<file path="src/rtl/sseg_pkg.sv">
// Shared constants and types for the seven-segment scan driver.
package sseg_pkg;
    localparam int SSEG_DIGIT_W = 4;
    localparam logic ANODE_ON  = 1'b0;
    localparam logic ANODE_OFF = 1'b1;
    typedef logic [SSEG_DIGIT_W-1:0] digit_t;
endpackage

</file>
<file path="src/rtl/sseg_refresh_timer.sv">
// Slot prescaler: counts 0..REFRESH_DIV-1 and flags the last cycle of each slot.
module sseg_refresh_timer #(
    parameter int REFRESH_DIV = 50000,
    localparam int CNT_W = $clog2(REFRESH_DIV)
) (
    input  logic             clk,
    input  logic             rst,
    output logic [CNT_W-1:0] cnt,
    output logic             tick
);
    assign tick = (cnt == CNT_W'(REFRESH_DIV - 1));

    always_ff @(posedge clk) begin
        if (rst)       cnt <= '0;
        else if (tick) cnt <= '0;
        else           cnt <= cnt + 1'b1;
    end
endmodule

</file>
<file path="src/rtl/sseg_scan_mux.sv">
// Multiplexed common-anode scan driver with frame-synchronous double buffering.
// Optional leading-zero blanking: define SSEG_LEADING_ZERO_BLANK_EN.
module sseg_scan_mux
    import sseg_pkg::*;
#(
    parameter int NUM_DIGITS   = 4,
    parameter int REFRESH_DIV  = 50000,
    parameter int BLANK_CYCLES = 2
) (
    input  logic                               clk,
    input  logic                               rst,
    input  logic [SSEG_DIGIT_W*NUM_DIGITS-1:0] value_in,
    input  logic                               load,
    output digit_t                             digit_num,
    output logic [NUM_DIGITS-1:0]              anode,
    output logic                               frame_done
);
    localparam int CNT_W = $clog2(REFRESH_DIV);
    localparam int IDX_W = (NUM_DIGITS > 1) ? $clog2(NUM_DIGITS) : 1;
    localparam int VAL_W = SSEG_DIGIT_W * NUM_DIGITS;

    logic [CNT_W-1:0]      cnt;
    logic                  tick;
    logic [IDX_W-1:0]      idx;
    logic [VAL_W-1:0]      pend;
    logic                  pend_v;
    logic [VAL_W-1:0]      disp;
    logic                  boundary;
    logic                  blank;
    logic [NUM_DIGITS-1:0] show;

    sseg_refresh_timer #(
        .REFRESH_DIV(REFRESH_DIV)
    ) u_timer (
        .clk (clk),
        .rst (rst),
        .cnt (cnt),
        .tick(tick)
    );

    assign boundary = tick && (idx == IDX_W'(NUM_DIGITS - 1));
    assign blank    = (32'(cnt) < BLANK_CYCLES);

    always_ff @(posedge clk) begin
        if (rst) begin
            idx        <= '0;
            pend       <= '0;
            pend_v     <= 1'b0;
            disp       <= '0;
            frame_done <= 1'b0;
        end else begin
            frame_done <= boundary;
            if (tick)
                idx <= boundary ? '0 : idx + 1'b1;
            // A load on the boundary edge bypasses pend so it shows from digit 0.
            if (boundary) begin
                if (load)        disp <= value_in;
                else if (pend_v) disp <= pend;
                pend_v <= 1'b0;
            end else if (load) begin
                pend   <= value_in;
                pend_v <= 1'b1;
            end
        end
    end

`ifdef SSEG_LEADING_ZERO_BLANK_EN
    always_comb begin
        logic seen;
        seen = 1'b0;
        show = '0;
        for (int k = NUM_DIGITS - 1; k >= 0; k--) begin
            seen    = seen | (disp[k*SSEG_DIGIT_W +: SSEG_DIGIT_W] != '0);
            show[k] = seen || (k == 0);
        end
    end
`else
    assign show = '1;
`endif

    always_comb begin
        digit_num = '0;
        anode     = {NUM_DIGITS{ANODE_OFF}};
        for (int k = 0; k < NUM_DIGITS; k++) begin
            if (idx == IDX_W'(k)) begin
                digit_num = disp[k*SSEG_DIGIT_W +: SSEG_DIGIT_W];
                if (!blank && show[k])
                    anode[k] = ANODE_ON;
            end
        end
    end
endmodule

</file>
<file path="config.mk">
export PLATFORM = sky130hd
export DESIGN_NAME = sseg_scan_mux
export DESIGN_NICKNAME = d
export VERILOG_FILES = /design/src/rtl/sseg_pkg.sv /design/src/rtl/sseg_refresh_timer.sv /design/src/rtl/sseg_scan_mux.sv
export SDC_FILE = /design/constraint.sdc
export NUM_CORES = 1
export LEC_CHECK = 0
export CAP_MARGIN = 10
export CORE_UTILIZATION = 49
export DETAILED_ROUTE_END_ITERATION = 8
export HOLD_SLACK_MARGIN = 0.05
export PLACE_DENSITY = 0.76
export SETUP_SLACK_MARGIN = 0.3
export SYNTH_ARGS = -nofsm -noshare
export SYNTH_HDL_FRONTEND = slang
export SYNTH_HIERARCHICAL = 1
export SYNTH_SLANG_ARGS = --single-unit
export TNS_END_PERCENT = 5
</file>
<file path="constraint.sdc">
create_clock -name clk -period 5.2 [get_ports clk]
set_input_delay 0.78 -clock clk [delete_from_list [all_inputs] [get_ports clk]]
set_output_delay 0.78 -clock clk [all_outputs]
set_load 0.01 [all_outputs]
</file>
==> results.py <==
metrics = {
    "status": {
        "status": "finished clean",
    },
    "pwr": {
        "ir_drop_v": 0.0001373,
        "p_leak_uw": 0.0009534,
        "power.total_uw": 714.4,
        "pwr_density_cell_nw_per_um2": 258.7,
    },
    "synth": {
        "synth.distinct_cells": 30,
        "synthXorXnorAreaFrac_pct": 5.070,
        "synth_compound_area_share_pct": 14.95,
        "postSynthAreaPerCell_um2": 8.859,
        "synthMuxAreaShare_pct": 7.036,
        "synth_top_family_by_area": "simple AND/OR/NAND/NOR gates",
        "synth_simple_gate_area_share_pct": 21.73,
        "syn_area_um2": 2419,
        "synth_nets": 297,
        "synth_fa_ha_area_share_pct": 2.587,
        "ys_seq_area_share_pct": 43.04,
        "yosys_register_bits": 52,
        "netlist_instances": 273,
        "yosys_warnings": 6,
    },
    "global_routing": {
        "grt_pass1_vias": 1768,
        "grt_max_degree": 39,
        "antenna_found_initial": 0,
        "grt_usage_pct": 20.08,
        "grt_pass1_wl_um": 8066,
        "grt_overflow": 0,
    },
    "sta": {
        "maxSlewViolCount": 0,
        "min_period_over_period_pct": 61.24,
        "setup_violations": 0,
        "layout_min_cycle_time_ns": 3.184,
        "slew_headroom_pct": 25.84,
        "finalClockSkew_ns": 0.01131,
        "final_hold_viol_count": 0,
        "setup_tns_ns": 0,
        "tightest_slew_ns": 1.109,
        "max_freq_mhz": 314.0,
        "rsz0062_at_grt": "false",
    },
    "final_layout": {
        "area_growth_pct": 14.17,
        "regArea_um2": 1041,
        "n_antenna_cell": 0,
        "layout_commonest_cell": "dfxtp_1",
        "fin_area_um2": 2761,
        "postLayoutCoreUtil_pct": 58.46,
        "layout-drive-gt1-share_pct": 7.534,
        "multi_input_area_um2": 1242,
        "final_nets": 315,
        "n_fill_cell": 427,
        "layout_common_cells": "52 x dfxtp_1, 45 x nand2_1, 40 x nor2_1, 27 x clkdlybuf4s50_1",
    },
    "critical_path": {
        "worstSetupPathType": "reg2out",
        "worstPathCellList": "inv_1, ha_1, nor2b_1, a221oi_1, o31ai_1, clkdlybuf4s50_1",
        "r2r_slack_ns": 2.92,
        "critical_path.startpoint_type": "register",
        "arrival_ns": 2.40,
        "endpoint_kind": "output port",
        "critical-path-max-stage-delay_ns": 0.60,
        "timing.rr.start": "u_timer/cnt[1]$_SDFF_PP0_",
        "crit_path_start": "idx[1]$_SDFFE_PP0P_",
        "required_ns": 4.42,
        "crit_fanout": 6,
        "cp_slowest_cell": "clkdlybuf4s50_1",
    },
    "clocking": {
        "numCtsBuffers": 5,
        "path_clk_slew_ns": 0.09,
        "cts-root-buf": "clkbuf_8",
        "insertion_delay_ns": 0.31,
        "cts-htree-levels": 2,
        "cts_tree": "built",
        "cts_setup_buffers": 0,
        "hold_buffers": 0,
        "cts.sinks": 52,
        "cts.path.max_buffers": 2,
        "post_cts_resized": 0,
    },
    "detailed_routing": {
        "vias_per_cell": 5.329,
        "drtAntennaViolNets": 0,
        "dr_total_vias": 1913,
        "wirelength_um": 4837,
        "drtIter0Drc": 117,
        "first_pass_iters": 4,
        "post-route-drc-count": 0,
        "routedWlPerCell_um": 13.47,
    },
    "min_path": {
        "hold_class": "reg2reg",
        "min_from": "pend[13]$_SDFFE_PP0P_",
    },
    "floorplanning": {
        "start_util_pct": 51.21,
        "die_h_um": 72.26,
        "dieArea_um2": 5221,
        "fp.dieW_um": 72.26,
        "num_io_pins": 28,
        "core_um2": 4723,
        "num_rows": 25,
    },
    "job": {
        "drv_cap": 0,
    },
    "placed_design": {
        "dp.final_hpwl_um": 3354,
        "placed_area_um2": 2668,
        "io_buffers": 27,
        "globalplace.congestion": 0.8281,
    },
}
## worst paths after layout
check | cells past startpoint | to
worst max-delay path | 6 | digit_num[1]
worst min-delay path | 2 | pend[13]$_SDFFE_PP0P_
worst max register to register | 6 | disp[2]$_SDFFE_PP0P_
worst min register to register | 2 | pend[13]$_SDFFE_PP0P_
## flip-flops by register name, summed over array words and instances, names as in the netlist
| name | flops |
|---|---|
| u_timer/cnt | 16 |
| frame_done | 1 |
| idx | 2 |
| disp | 16 |
| pend | 16 |
| pend_v | 1 |
## Yosys cell counts, drive strengths merged
master	number	area [µm²]
nor4	7	43.79
a21bo	1	10.01
nor3b	1	7.510
clkbuf	6	22.52
mux2i	17	170.2
a211oi	17	127.6
o31ai	4	30.03
o211a	1	17.52
or2	1	6.260
nor3	5	25.02
and4b	1	10.01
nand2	45	168.9
xor2	1	8.760
ha	5	62.56
xnor2	13	113.9
a21oi	17	122.6
a21boi	1	18.77
a221oi	4	35.03
nand4	5	37.53
inv	6	22.52
nor2b	5	31.28
dfxtp	52	1041
nor2	40	150.1
nor4bb	2	20.02
buf	11	90.08
nand3	5	25.02
## logic make-up after synthesis
family / count (synthesis)
simple gates: 117
flops: 52
compound gates: 45
buf+inv: 23
mux: 17
xor+xnor: 14
fa+ha+maj: 5
## critical path, delay by kind of cell, from the launching register on
family          cells  cell delay, ns
buf+inv             2            0.68
fa+ha+maj           1            0.26
flops               1            0.40
compound gates      2            0.46
simple gates        1            0.29
## final cells by class
cell class              instances  area share (%)
clock buffers                   7           3.126
clock inverters                 1          0.2719
inverters                       6          0.8156
multi-input cells             198           44.99
flip-flops and latches         52           37.70
well taps                      67           3.036
repair buffers                 28           10.06
## per-layer routing
metal  routed length (µm)  vias up  GRT usage [%]
met4                   21        0          4.793
li1                     -      977              -
met1                 2300      901          25.94
met3                  176        3          5.833
met5                    0        -              0
met2                 2338       32          33.13
## report_power, final
group | leakage, µW | internal, µW | switching (µW)
Clock | 0.0000445 | 108 | 130
Sequential | 0.000423 | 407 | 5.96
Combinational | 0.000486 | 30.2 | 32.7
Total | 0.000953 | 546 | 169
## metrics by stage
step | hold WS [ns] | setup WS, ns | instances
2_1_floorplan | 0.4299 | 3.097 | 273
3_3_place_gp | 0.4406 | 2.327 | 351
3_5_place_dp | 0.4474 | 2.286 | 351
4_1_cts | 0.4594 | 2.003 | 359
5_1_grt | 0.4744 | 1.876 | 359
6_report | 0.4557 | 2.016 | 359
No activity file was read; power rests on OpenSTA's default activity.
==> patch (config.mk and constraints unchanged) <==
Add a define of `SSEG_LEADING_ZERO_BLANK_EN`.
--- a/src/rtl/sseg_scan_mux.sv
+++ b/src/rtl/sseg_scan_mux.sv
@@ -1,5 +1,7 @@
 // Multiplexed common-anode scan driver with frame-synchronous double buffering.
 // Optional leading-zero blanking: define SSEG_LEADING_ZERO_BLANK_EN.
+`define SSEG_LEADING_ZERO_BLANK_EN
+
 module sseg_scan_mux
     import sseg_pkg::*;
 #(
Function: no difference found for any inputs over 10 cycles, from zero or initial values and one cycle with rst high; that may be too few to reach the edited logic, so the function may still have changed.
==> patch against the unedited design <==
Power shrank 0.38%. Wire length shrank 3.1%. Setup slack gained 0.27 ns. Largest power group unchanged. Die area is 0.86% higher. Sequential cell count did not move. Synthesized area up 0.88%. Critical path type unchanged. Design area is 1.3% higher. Synthesized cell count up 4.4%. Sequential share of layout area is 0.49 points lower. Critical path depth decreased by 2.
==> patch: results (changes against the unedited design) <==
- Status: complete, no violations
- Final HPWL DP: 3370 um (+0.48%)
- Met1 Resource Use GR: 25.4% (-0.53 points)
- Average wire per cell in the routed design: 12.7 um (-6.0%)
- Crit-path leading delay family: adder cells
- Hold path startpoint: pend[6]
- Synthesized Nets: 309 (+4.0%)
- Critical Path Start: idx[0]
- Sequential area share after synthesis: 42.7% (-0.38 points)
- Fin nets: 326 (+3.5%)
- Commonest cells in the netlist: 52 x dfxtp_1, 42 x nand2_1, 41 x nor2_1, 25 x a21oi_1
- Clock Root Buffer: clkbuf_8
- Slowest-stage cell, CP: ha_1
- Gpl congestion: 0.822 (-0.71%)
- Cell variety after synth: 35 (+17%)
- Met2 Use GR: 31.7% (-1.5 points)
- Post-CTS Setup Inserts: 0 (unchanged)
- Clk pwr share: 33.7% (+0.3 points)
- DR vias: 1,897 (-0.84%)
- Largest net degree at the start of global routing: 39 (unchanged)
- Most used DFF post-synth: dfxtp_1
- Reg2Reg Launch Point: u_timer/cnt[1]
- Ys Warns: 6 (unchanged)
- Clock slew at reported path FFs: 0.10 ns
- First-pass GRT wire length: 8040 um (-0.35%)
- Critical Path AT: 2.13 ns (-0.27 ns)
- Cells resized by post-CTS repair: 0 (unchanged)
- GRT Total Usage: 19.9% (-0.21 points)
- Internal: 535 uW (-2.0%)
- GR Util met3: 4.31% (-1.5 points)
- Crit-path max FO: 15 (+9)
- Combinational share of power: 8.3% (-0.5 points)
- Drc violations: 0 (unchanged)
- Total CTS buffers: 5 (unchanged)
- Initial antenna violation count: 0 (unchanged)
- N_diodes: 0 (unchanged)
- Power Density: 254 nW/um^2 (-1.7%)
- Synth top area cells: dfxtp_1 43%, mux2i_1 7.0%, nand2_1 6.5%
- DR iter-0 viols: 79 (-32%)
- Share of layout cells above drive strength 1: 5.28% (-2.3 points)
- Max VDD drop: 0.196 mV (+43%)
- Lkg Pwr: 0.000990 uW (+3.8%)
- First drt pass iteration count: 5 (+1)
- Final Skew: 0.0105 ns (-0.000802 ns)
- Vias in the first global route: 1,731 (-2.1%)
- Worst-Skew Late Latency: 0.31 ns (about the same)
- CP max stage delay: 0.57 ns (-0.03 ns)
- Dpl ws: 2.37 ns (+0.0790 ns)
- Cell Area, Placed: 2700 um^2 (+1.3%)
- Slew HR: 30.6% (+4.8 points)
-- patch: changes by cell type in the layout (fill, tap and decap cells not counted), sizes merged, moves of 3 or more --
cell,delta
a21oi,+8
a221oi,-4
a22o,+4
inv,+5
nand2,-3
nor2b,-5
o21ai,+4
o31ai,-4
-- patch: final cells by class --
class | count | area (um^2)
flip-flops and latches | 52 | 1040
well taps | 67 | 83.8
clock inverters | 3 | 26.3
inverters | 10 | 37.5
fillers | 449 | 1960
clock buffers | 5 | 68.8
repair buffers | 28 | 278
multi-input cells | 205 | 1260
-- patch: tightest hold or removal path, cell delays in order, from the launching register on --
cell,delay [ns]
dfxtp_1,0.32
nand2_1,0.05
a21oi_1,0.05
-- patch: path summary, 6_finish.rpt --
kind / end / slack, ns / cells after the start
hold reg to reg: pend[6] / 0.46 / 2
setup reg to reg: disp[8] / 2.92 / 6
setup / recovery: digit_num[3] / 2.29 / 4
hold / removal: pend[6] / 0.46 / 2
-- patch: kinds of logic (layout without fill, tap and decap cells) --
kind of cell,after synthesis,count (layout),synth area share [%]
and+or+nand+nor,115,115,22.1
AOI/OAI and AO/OA,54,54,15.1
DFF,52,52,42.7
buffers and inverters,28,46,5.59
muxes,17,17,6.97
xor gates and xnor gates,14,14,5.03
adders and majority gates,5,5,2.56
-- patch: routing by layer --
| layer | wire (um) | up-vias |
|---|---|---|
| met5 | 0 | - |
| met4 | 97 | 0 |
| met3 | 184 | 10 |
| met2 | 2110 | 34 |
| met1 | 2300 | 838 |
| li1 | - | 1015 |
-- patch: metrics by stage --
stage / instances / util, %
4_1_cts: 370 / 58.8
3_5_place_dp: 362 / 56.8
3_3_place_gp: 362 / 56.8
6_report: 370 / 58.8
2_1_floorplan: 285 / -
5_1_grt: 370 / 58.8
